## src/rtl/ar_issue_if.sv

```systemverilog
// AR issue stage bus bundle: FIFO pop side, AXI AR channel and monitored R
// channel handshake. The issue stage uses the master view, the environment
// (FIFO plus downstream slave) uses the slave view.
interface ar_issue_if #(
    parameter int ID_WIDTH   = 4,
    parameter int ADDR_WIDTH = 32,
    parameter int LEN_WIDTH  = 4,
    parameter int SIZE_WIDTH = 3
);
    logic                  fifo_empty;
    logic                  fifo_pop;
    logic [ID_WIDTH-1:0]   fifo_ARID;
    logic [ADDR_WIDTH-1:0] fifo_ARADDR;
    logic [LEN_WIDTH-1:0]  fifo_ARLEN;
    logic [SIZE_WIDTH-1:0] fifo_ARSIZE;
    logic [1:0]            fifo_ARBURST;

    logic [ID_WIDTH-1:0]   M_ARID;
    logic [ADDR_WIDTH-1:0] M_ARADDR;
    logic [LEN_WIDTH-1:0]  M_ARLEN;
    logic [SIZE_WIDTH-1:0] M_ARSIZE;
    logic [1:0]            M_ARBURST;
    logic                  M_ARVALID;
    logic                  M_ARREADY;

    logic                  M_RVALID;
    logic                  M_RREADY;
    logic                  M_RLAST;

    modport master (
        input  fifo_empty, fifo_ARID, fifo_ARADDR, fifo_ARLEN, fifo_ARSIZE, fifo_ARBURST,
        output fifo_pop,
        output M_ARID, M_ARADDR, M_ARLEN, M_ARSIZE, M_ARBURST, M_ARVALID,
        input  M_ARREADY,
        input  M_RVALID, M_RREADY, M_RLAST
    );

    modport slave (
        output fifo_empty, fifo_ARID, fifo_ARADDR, fifo_ARLEN, fifo_ARSIZE, fifo_ARBURST,
        input  fifo_pop,
        input  M_ARID, M_ARADDR, M_ARLEN, M_ARSIZE, M_ARBURST, M_ARVALID,
        output M_ARREADY,
        output M_RVALID, M_RREADY, M_RLAST
    );
endinterface

```

## src/rtl/ar_issue.sv

```systemverilog
// AR issue stage, rx clock domain. Pops the fall-through AR FIFO into an
// output register, drives the AR handshake and limits outstanding read bursts
// with a credit counter released on each R last-beat handshake.
// Optional stall watchdog: define AR_ISSUE_TIMEOUT_EN.
//
// state   | meaning
// --------+--------------------------------------------------
// S_EMPTY | output register empty, M_ARVALID=0
// S_HOLD  | request held in output register, M_ARVALID=1
module ar_issue #(
    parameter int   ID_WIDTH        = 4,
    parameter int   ADDR_WIDTH      = 32,
    parameter int   LEN_WIDTH       = 4,
    parameter int   SIZE_WIDTH      = 3,
    parameter int   MAX_OUTSTANDING = 4,
    parameter int   TIMEOUT_CYCLES  = 1024,
    localparam int  CNT_W           = $clog2(MAX_OUTSTANDING + 1)
) (
    input  logic             clk_rx,
    input  logic             rst_rx,
    ar_issue_if.master       bus,
    output logic [CNT_W-1:0] outstanding,
    output logic             idle,
    output logic             timeout
);
    typedef enum logic {S_EMPTY = 1'b0, S_HOLD = 1'b1} state_t;

    localparam logic [CNT_W-1:0] MAX_CNT = CNT_W'(MAX_OUTSTANDING);

    if (MAX_OUTSTANDING < 1 || TIMEOUT_CYCLES < 2) begin : g_bad_param
        $error("ar_issue: MAX_OUTSTANDING must be >=1 and TIMEOUT_CYCLES >=2");
    end

    state_t                state_q, state_d;
    logic [ID_WIDTH-1:0]   arid_q, arid_d;
    logic [ADDR_WIDTH-1:0] araddr_q, araddr_d;
    logic [LEN_WIDTH-1:0]  arlen_q, arlen_d;
    logic [SIZE_WIDTH-1:0] arsize_q, arsize_d;
    logic [1:0]            arburst_q, arburst_d;
    logic [CNT_W-1:0]      outstanding_q, outstanding_d;
    logic                  pop;
    logic                  handshake;
    logic                  rdone;

    // Pop/handshake decode, next state, payload load and credit update.
    // The credit check uses the registered count only, so a same-cycle
    // rdone never unlocks a pop at the limit.
    always_comb begin
        state_d       = state_q;
        arid_d        = arid_q;
        araddr_d      = araddr_q;
        arlen_d       = arlen_q;
        arsize_d      = arsize_q;
        arburst_d     = arburst_q;
        outstanding_d = outstanding_q;

        rdone     = bus.M_RVALID && bus.M_RREADY && bus.M_RLAST;
        handshake = (state_q == S_HOLD) && bus.M_ARREADY;
        pop       = !bus.fifo_empty && ((state_q == S_EMPTY) || bus.M_ARREADY)
                    && (outstanding_q < MAX_CNT);

        case (state_q)
            S_EMPTY: if (pop) state_d = S_HOLD;
            S_HOLD:  if (handshake && !pop) state_d = S_EMPTY;
            default: state_d = S_EMPTY;
        endcase

        if (pop) begin
            arid_d    = bus.fifo_ARID;
            araddr_d  = bus.fifo_ARADDR;
            arlen_d   = bus.fifo_ARLEN;
            arsize_d  = bus.fifo_ARSIZE;
            arburst_d = bus.fifo_ARBURST;
        end

        case ({pop, rdone})
            2'b10:   outstanding_d = outstanding_q + CNT_W'(1);
            2'b01:   if (outstanding_q != '0) outstanding_d = outstanding_q - CNT_W'(1);
            default: outstanding_d = outstanding_q;
        endcase
    end

    // State, payload and credit registers.
    always_ff @(posedge clk_rx or posedge rst_rx) begin
        if (rst_rx) begin
            state_q       <= S_EMPTY;
            arid_q        <= '0;
            araddr_q      <= '0;
            arlen_q       <= '0;
            arsize_q      <= '0;
            arburst_q     <= '0;
            outstanding_q <= '0;
        end else begin
            state_q       <= state_d;
            arid_q        <= arid_d;
            araddr_q      <= araddr_d;
            arlen_q       <= arlen_d;
            arsize_q      <= arsize_d;
            arburst_q     <= arburst_d;
            outstanding_q <= outstanding_d;
        end
    end

    assign bus.fifo_pop  = pop;
    assign bus.M_ARVALID = (state_q == S_HOLD);
    assign bus.M_ARID    = arid_q;
    assign bus.M_ARADDR  = araddr_q;
    assign bus.M_ARLEN   = arlen_q;
    assign bus.M_ARSIZE  = arsize_q;
    assign bus.M_ARBURST = arburst_q;
    assign outstanding   = outstanding_q;
    assign idle          = (outstanding_q == '0) && (state_q == S_EMPTY);

`ifdef AR_ISSUE_TIMEOUT_EN
    localparam int TO_W = $clog2(TIMEOUT_CYCLES);
    localparam logic [TO_W-1:0] TO_LAST = TO_W'(TIMEOUT_CYCLES - 1);

    logic [TO_W-1:0] stall_cnt_q, stall_cnt_d;
    logic            timeout_q, timeout_d;
    logic            stall;

    // Stall run length, saturating at the limit; flag is sticky until reset.
    always_comb begin
        stall       = (state_q == S_HOLD) && !bus.M_ARREADY;
        stall_cnt_d = '0;
        if (stall) begin
            stall_cnt_d = (stall_cnt_q == TO_LAST) ? stall_cnt_q : stall_cnt_q + TO_W'(1);
        end
        timeout_d = timeout_q || (stall_cnt_d == TO_LAST);
    end

    // Watchdog registers.
    always_ff @(posedge clk_rx or posedge rst_rx) begin
        if (rst_rx) begin
            stall_cnt_q <= '0;
            timeout_q   <= 1'b0;
        end else begin
            stall_cnt_q <= stall_cnt_d;
            timeout_q   <= timeout_d;
        end
    end

    assign timeout = timeout_q;
`else
    assign timeout = 1'b0;
`endif

`ifndef SYNTHESIS
    // A last beat with nothing outstanding means the slave broke protocol.
    a_no_rdone_underflow: assert property (@(posedge clk_rx) disable iff (rst_rx)
        !(rdone && (outstanding_q == '0)));
`endif

endmodule

```

## src/flat_wrapper.sv

```systemverilog
// flat-port wrapper written by rule: the top's interface ports become plain ports
module ar_issue_flat 
#(
    parameter int   ID_WIDTH        = 4,
    parameter int   ADDR_WIDTH      = 32,
    parameter int   LEN_WIDTH       = 4,
    parameter int   SIZE_WIDTH      = 3,
    parameter int   MAX_OUTSTANDING = 4,
    parameter int   TIMEOUT_CYCLES  = 1024,
    localparam int  CNT_W           = $clog2(MAX_OUTSTANDING + 1)
)
  (clk_rx, rst_rx, outstanding, idle, timeout, bus_fifo_empty, bus_fifo_ARID, bus_fifo_ARADDR, bus_fifo_ARLEN, bus_fifo_ARSIZE, bus_fifo_ARBURST, bus_fifo_pop, bus_M_ARID, bus_M_ARADDR, bus_M_ARLEN, bus_M_ARSIZE, bus_M_ARBURST, bus_M_ARVALID, bus_M_ARREADY, bus_M_RVALID, bus_M_RREADY, bus_M_RLAST);
  ar_issue_if #(.ID_WIDTH(ID_WIDTH), .ADDR_WIDTH(ADDR_WIDTH), .LEN_WIDTH(LEN_WIDTH), .SIZE_WIDTH(SIZE_WIDTH)) bus_i ();
  input  logic clk_rx;
  input  logic rst_rx;
  output logic [CNT_W-1:0] outstanding;
  output logic idle;
  output logic timeout;
  input wire logic [$bits(bus_i.fifo_empty)-1:0] bus_fifo_empty;
  input wire logic [$bits(bus_i.fifo_ARID)-1:0] bus_fifo_ARID;
  input wire logic [$bits(bus_i.fifo_ARADDR)-1:0] bus_fifo_ARADDR;
  input wire logic [$bits(bus_i.fifo_ARLEN)-1:0] bus_fifo_ARLEN;
  input wire logic [$bits(bus_i.fifo_ARSIZE)-1:0] bus_fifo_ARSIZE;
  input wire logic [$bits(bus_i.fifo_ARBURST)-1:0] bus_fifo_ARBURST;
  output wire logic [$bits(bus_i.fifo_pop)-1:0] bus_fifo_pop;
  output wire logic [$bits(bus_i.M_ARID)-1:0] bus_M_ARID;
  output wire logic [$bits(bus_i.M_ARADDR)-1:0] bus_M_ARADDR;
  output wire logic [$bits(bus_i.M_ARLEN)-1:0] bus_M_ARLEN;
  output wire logic [$bits(bus_i.M_ARSIZE)-1:0] bus_M_ARSIZE;
  output wire logic [$bits(bus_i.M_ARBURST)-1:0] bus_M_ARBURST;
  output wire logic [$bits(bus_i.M_ARVALID)-1:0] bus_M_ARVALID;
  input wire logic [$bits(bus_i.M_ARREADY)-1:0] bus_M_ARREADY;
  input wire logic [$bits(bus_i.M_RVALID)-1:0] bus_M_RVALID;
  input wire logic [$bits(bus_i.M_RREADY)-1:0] bus_M_RREADY;
  input wire logic [$bits(bus_i.M_RLAST)-1:0] bus_M_RLAST;
  assign bus_i.fifo_empty = bus_fifo_empty;
  assign bus_i.fifo_ARID = bus_fifo_ARID;
  assign bus_i.fifo_ARADDR = bus_fifo_ARADDR;
  assign bus_i.fifo_ARLEN = bus_fifo_ARLEN;
  assign bus_i.fifo_ARSIZE = bus_fifo_ARSIZE;
  assign bus_i.fifo_ARBURST = bus_fifo_ARBURST;
  assign bus_fifo_pop = bus_i.fifo_pop;
  assign bus_M_ARID = bus_i.M_ARID;
  assign bus_M_ARADDR = bus_i.M_ARADDR;
  assign bus_M_ARLEN = bus_i.M_ARLEN;
  assign bus_M_ARSIZE = bus_i.M_ARSIZE;
  assign bus_M_ARBURST = bus_i.M_ARBURST;
  assign bus_M_ARVALID = bus_i.M_ARVALID;
  assign bus_i.M_ARREADY = bus_M_ARREADY;
  assign bus_i.M_RVALID = bus_M_RVALID;
  assign bus_i.M_RREADY = bus_M_RREADY;
  assign bus_i.M_RLAST = bus_M_RLAST;
  ar_issue #(.ID_WIDTH(ID_WIDTH), .ADDR_WIDTH(ADDR_WIDTH), .LEN_WIDTH(LEN_WIDTH), .SIZE_WIDTH(SIZE_WIDTH), .MAX_OUTSTANDING(MAX_OUTSTANDING), .TIMEOUT_CYCLES(TIMEOUT_CYCLES)) u_core (.clk_rx(clk_rx), .rst_rx(rst_rx), .bus(bus_i), .outstanding(outstanding), .idle(idle), .timeout(timeout));
endmodule
```

## config.mk

```make
export PLATFORM = sky130hd
export DESIGN_NAME = ar_issue_flat
export DESIGN_NICKNAME = d
export VERILOG_FILES = /design/src/rtl/ar_issue_if.sv /design/src/rtl/ar_issue.sv /design/src/flat_wrapper.sv
export SDC_FILE = /design/constraint.sdc
export NUM_CORES = 1
export LEC_CHECK = 0
export ABC_AREA = 1
export CELL_PAD_IN_SITES_DETAIL_PLACEMENT = 0
export CELL_PAD_IN_SITES_GLOBAL_PLACEMENT = 1
export CORE_MARGIN = 5
export CORE_UTILIZATION = 25
export DETAILED_ROUTE_END_ITERATION = 7
export GPL_ROUTABILITY_DRIVEN = 1
export PLACE_DENSITY_LB_ADDON = 0.15
export REMOVE_ABC_BUFFERS = 1
export SYNTH_ARGS = -nofsm -noshare
export SYNTH_HDL_FRONTEND = slang
export SYNTH_SLANG_ARGS = --single-unit
```

## constraint.sdc

```tcl
create_clock -name clk_rx -period 1.4 [get_ports clk_rx]
set_input_delay 0.28 -clock clk_rx [delete_from_list [all_inputs] [get_ports clk_rx]]
set_output_delay 0.28 -clock clk_rx [all_outputs]
set_load 0.03 [all_outputs]
```

Word level (Yosys, flattened, before mapping) --
Index checks and enable logic that the tools add are counted.
Word-level totals: bits in registers 49, output and inout port bits 52
Cells by class: equal/unequal tests 3, magnitude comparators 1, reductions and logical operators 14, muxes and demuxes 5, bitwise operators 1, $add $sub $neg 2
Operators with widths (count):
- logical AND 1 bit | 7
- case mux 3 bit (2 select lines) | 1
- adder 3 x 1 -> 3 bit (second input constant) | 1
- zero test 3 bit | 1
- less-than comparator 3 bit (second input constant) | 1
- 2-to-1 mux 3 bit | 1
- nonzero test 3 bit | 1
- subtractor 3 x 1 -> 3 bit (second input constant) | 1
- == test 2 x 1 -> 1 bit (second input constant) | 1
- == test 2 bit (second input constant) | 1
- zero test 1 bit | 2
- 2-to-1 mux 1 bit | 2
- inequality test 2 x 1 -> 1 bit (second input constant) | 1
- case mux 1 bit (2 select lines) | 1
- AND reduction 2 bit | 1
- nonzero test 2 bit | 1
- logical OR 1 bit | 1
- NOT 1 bit | 1

Longest topological paths before layout --
word-level depth 8, gate-level depth with buffers 9, gate-level depth less buffers 9

Least setup slack after synthesis --
No wires, ideal clock.
path kind flip-flop to flip-flop, start point register u_core.outstanding_q[2] (netlist: u_core.outstanding[2]), end point register u_core.outstanding_q[2] (netlist: u_core.outstanding[2]), data required time 1282 ps, setup slack -223 ps, path buffers 0, clock period less this slack 1623 ps, library setup time 118 ps, stages on the path, launching flop included 8, arrival time 1504 ps, cell sequence dfrtp_1 nor2_2 nand2_2 nand2_1 fa_1 nand3b_1 nand4_1 nand2_1
Between the ends: word-level cells in the longest chain between the ends 5, elaborated cells on any way between the ends 12, classes of those cells add/sub (2); order compare (1); eq/ne (3); mux (2); reduce/logical (4)
RTL lines:
- start, declared | RTL line ar_issue.sv:40 | logic [CNT_W-1:0] outstanding_q, outstanding_d;
- start signal, assigned | RTL line ar_issue.sv:100 | outstanding_q <= outstanding_d;
- less-than comparator 3 bit | RTL line ar_issue.sv:60 | && (outstanding_q < MAX_CNT);
- logical AND 1 bit | RTL line ar_issue.sv:60
- == test 2 x 1 -> 1 bit or == test 2 bit (tied branches) | RTL line ar_issue.sv:76 | case ({pop, rdone})
- inequality test 2 x 1 -> 1 bit (no source line) or nonzero test 2 bit (tied branches)
- AND reduction 2 bit (no source line)
Parallel ways exist; a longest one is shown, timed or not. The select of a mux whose other input is x is not followed. A chain may end at the register's enable or synchronous reset.

Worst setup path after layout --
start point register u_core.outstanding_q[2] (netlist: u_core.outstanding[2]), end point output idle
Between the ends: word-level cells in the longest chain between the ends 2
RTL lines:
- zero test 3 bit | RTL line ar_issue.sv:112 | assign idle = (outstanding_q == '0) && (state_q == S_EMPTY);
- logical AND 1 bit | RTL line ar_issue.sv:112
- end, declared | RTL line flat_wrapper.sv:17 | output logic idle;
No other way between the ends.

==> results.json <==
{
  "gp_congestion": 0.796,
  "power_mw": 7.60,
  "tns_ps": -349,
  "drc": 0,
  "grt_usage_pct": 11.3,
  "finalSetupViolCount": 4,
  "maxSlewViolCount": 0,
  "areaGrowthSynthToFinish_pct": 70.5,
  "place_area_sq_um": 3170,
  "ys_top_cells_by_count": "nand2_1 (143), dfrtp_1 (49), inv_1 (7)",
  "grt_overflow_total": 0,
  "clk_path_buf_depth": 2,
  "synthCells": 227,
  "status": "finished, violations left",
  "die_y_microns": 99.4,
  "maxCapViolCount": 0,
  "grt_antenna_before_repair": 0,
  "rsz0062_at_grt": "yes",
  "drt-total-wl_microns": 5590,
  "cp_slowest_cell": "dfrtp_1",
  "p_seq_share_pct": 32.5,
  "cp_num_buf_inv": 2,
  "slowest_delay_ps": 410,
  "grt_pass1_wl_microns": 8990,
  "dpl.hpwl_microns": 4070,
  "num_rows": 32,
  "netlist.area_leader.share_pct": 61.4,
  "layout-drive-gt1-share_pct": 14.6,
  "pin_count": 104,
  "synth.most_common_cell": "nand2_1",
  "clkSinkCount": 49,
  "fill_cells": 808,
  "path_cells": "buf_6 -> nor2_2 -> nand2_1 -> nor2_1 -> buf_4",
  "whs_ps": 237,
  "regToRegSetupSlack_ps": -100,
  "yosysSeqAreaShare_pct": 61.4,
  "port_buffers": 102,
  "via_per_inst": 3.99,
  "critical_path_class": "register to output port",
  "critPathTopFamily": "flip-flops",
  "clk_latency_ps": 290,
  "clkPwrFrac_pct": 13.6,
  "ant_nets": 0,
  "drtIter0Drc": 53,
  "synth_seq_cells": 49,
  "cts.hold.buffers_added": 0,
  "ctsHtreeMaxLevel": 2,
  "pre_cts_slack_ps": -467,
  "grt_max_degree": 24,
  "period_share_pct": 110,
  "min_period_ps": 1540,
  "synthFlopType": "dfrtp_1",
  "seq_area_sq_um": 1230,
  "final_hold_viol_count": 0,
  "path_clk_slew_ps": 90,
  "die_width_microns": 99.4,
  "switchingPower_mw": 3.37,
  "vias": 1800,
  "worstReg2RegEnd": "u_core.outstanding[2]$_DFFE_PP0P_",
  "cts_buffers": 5,
  "startpoint_type": "register",
  "setup_ws_ps": -143,
  "final_nets": 401,
  "yosys_warnings": 0,
  "core-area_sq_um": 7770,
  "first_global_vias": 1836,
  "violations": "setup timing",
  "multi_input_area_sq_um": 671,
  "async_flop_share_pct": 100,
  "end_kind": "output port",
  "hold_path.class": "input port to asynchronous set/reset pin",
  "fmax_ghz": 0.648,
  "syn_avg_cell_area_sq_um": 8.80,
  "synth.distinct_cells": 17,
  "power_frac_comb_pct": 54.0,
  "n_antenna_cell": 0,
  "fin_skew_ps": 8.06,
  "arrival_ps": 1260,
  "internal-power_mw": 4.23,
  "avgRoutedWirePerCell_microns": 12.4,
  "dieArea_sq_um": 9880,
  "synth.area.top_cells": "dfrtp_1 (61%), nand2_1 (27%), buf_6 (3.4%)",
  "synth_area_leader_cell": "dfrtp_1",
  "vdd_ir_drop_max_uv": 766,
  "design_area_sq_um": 3410,
  "firstDrtPassIters": 4,
  "root_buffer": "clkbuf_8",
  "required_ps": 1120,
  "syn_area_sq_um": 2000,
  "rr_worst_depth": 8,
  "switching_share_pct": 44.4,
  "reg2reg_from": "u_core.outstanding[2]$_DFFE_PP0P_",
  "powerDensity_nw_per_um2": 2230,
  "cts_tree": "yes",
  "initial_utilization_pct": 25.7,
  "synth_edf_count": 0,
  "p_leak_nw": 1.80,
  "cp_max_fo": 5
}
-- state kept, by name, indices dropped and copies added (netlist names) --
register,count
u_core.bus.M_ARLEN,4
u_core.bus.M_ARBURST,2
u_core.bus.M_ARADDR,32
u_core.bus.M_ARID,4
u_core.bus.M_ARSIZE,3
u_core.bus.M_ARVALID,1
u_core.outstanding,3
-- power groups by stage --
stage                     clock network [mW]  logic, mW  registers (mW)
after floorplan                            0      0.898            3.82
after global placement                     0       4.31            2.51
after detailed placement                   0       4.31            2.50
after CTS                               1.09       4.01            2.46
after global routing                    1.14       4.44            2.56
final                                   1.03       4.10            2.47
-- worst max-delay path by stage --
| stage | from | to | cells past startpoint |
|---|---|---|---|
| floorplan | u_core.outstanding[2]$_DFFE_PP0P_ | u_core.outstanding[2]$_DFFE_PP0P_ | 8 |
| global placement | bus_M_RREADY | u_core.outstanding[2]$_DFFE_PP0P_ | 8 |
| detailed placement | bus_M_RLAST | u_core.outstanding[2]$_DFFE_PP0P_ | 8 |
| CTS | u_core.outstanding[2]$_DFFE_PP0P_ | idle | 5 |
| global route | u_core.outstanding[2]$_DFFE_PP0P_ | idle | 5 |
| finish | u_core.outstanding[2]$_DFFE_PP0P_ | idle | 5 |
-- layer usage --
metal,vias to the layer above,part of all wire [%],GRT usage (%)
met1,813,45,14.5
met2,69,43,17.1
met4,0,0.82,2.52
met3,5,11,5.68
met5,-,0,0
li1,913,-,-
-- layout by cell type (no fill, tap or decap), drive strengths merged, types with 2 or more instances in the layout --
cell type / instances
nand3: 2
dfrtp: 49
buf: 29
clkbuf: 9
nand2: 145
clkdlybuf4s15: 10
nor2: 5
dlygate4sd2: 37
inv: 7
clkdlybuf4s50: 46
-- layout make-up --
cell class	count	share of cell area, %
clock buffers	7	2.53
clock inverters	1	0.881
well taps	102	3.75
repair buffers	125	35.9
inverters	8	1.25
flip-flops and latches	49	36.0
multi-input cells	159	19.7
-- cell families after synthesis --
family          share of synthesized area, %
fa+ha+maj                               1.00
buf+inv                                 6.76
xor+xnor                               0.438
flops                                   61.4
compound gates                         0.500
other cells                            0.188
simple gates                            29.7
-- per-stage QoR --
step	std cells	util [%]
CTS	446	42.8
floorplan	216	-
global route	451	43.9
detailed placement	431	40.8
finish	451	43.9
global placement	431	40.8
-- worst register-to-register path: stages, from the launching register on --
cell      delay (ps)
dfrtp_1          380
nor2_2            50
nand2_2          100
buf_6            120
nand2_4           50
fa_2             340
nand3b_1         190
nand4_1          110
nand2_1           60
-- repair_timing --
| item | in CTS | in global routing |
|---|---|---|
| buffers inserted | 7 | 6 |
| cloned | 0 | 0 |
| setup endpoints to repair | 48 | 16 |
| pin swaps | 8 | 10 |
| gates resized for setup | 65 | 24 |
Note: power is estimated with default switching activity, not from simulation.
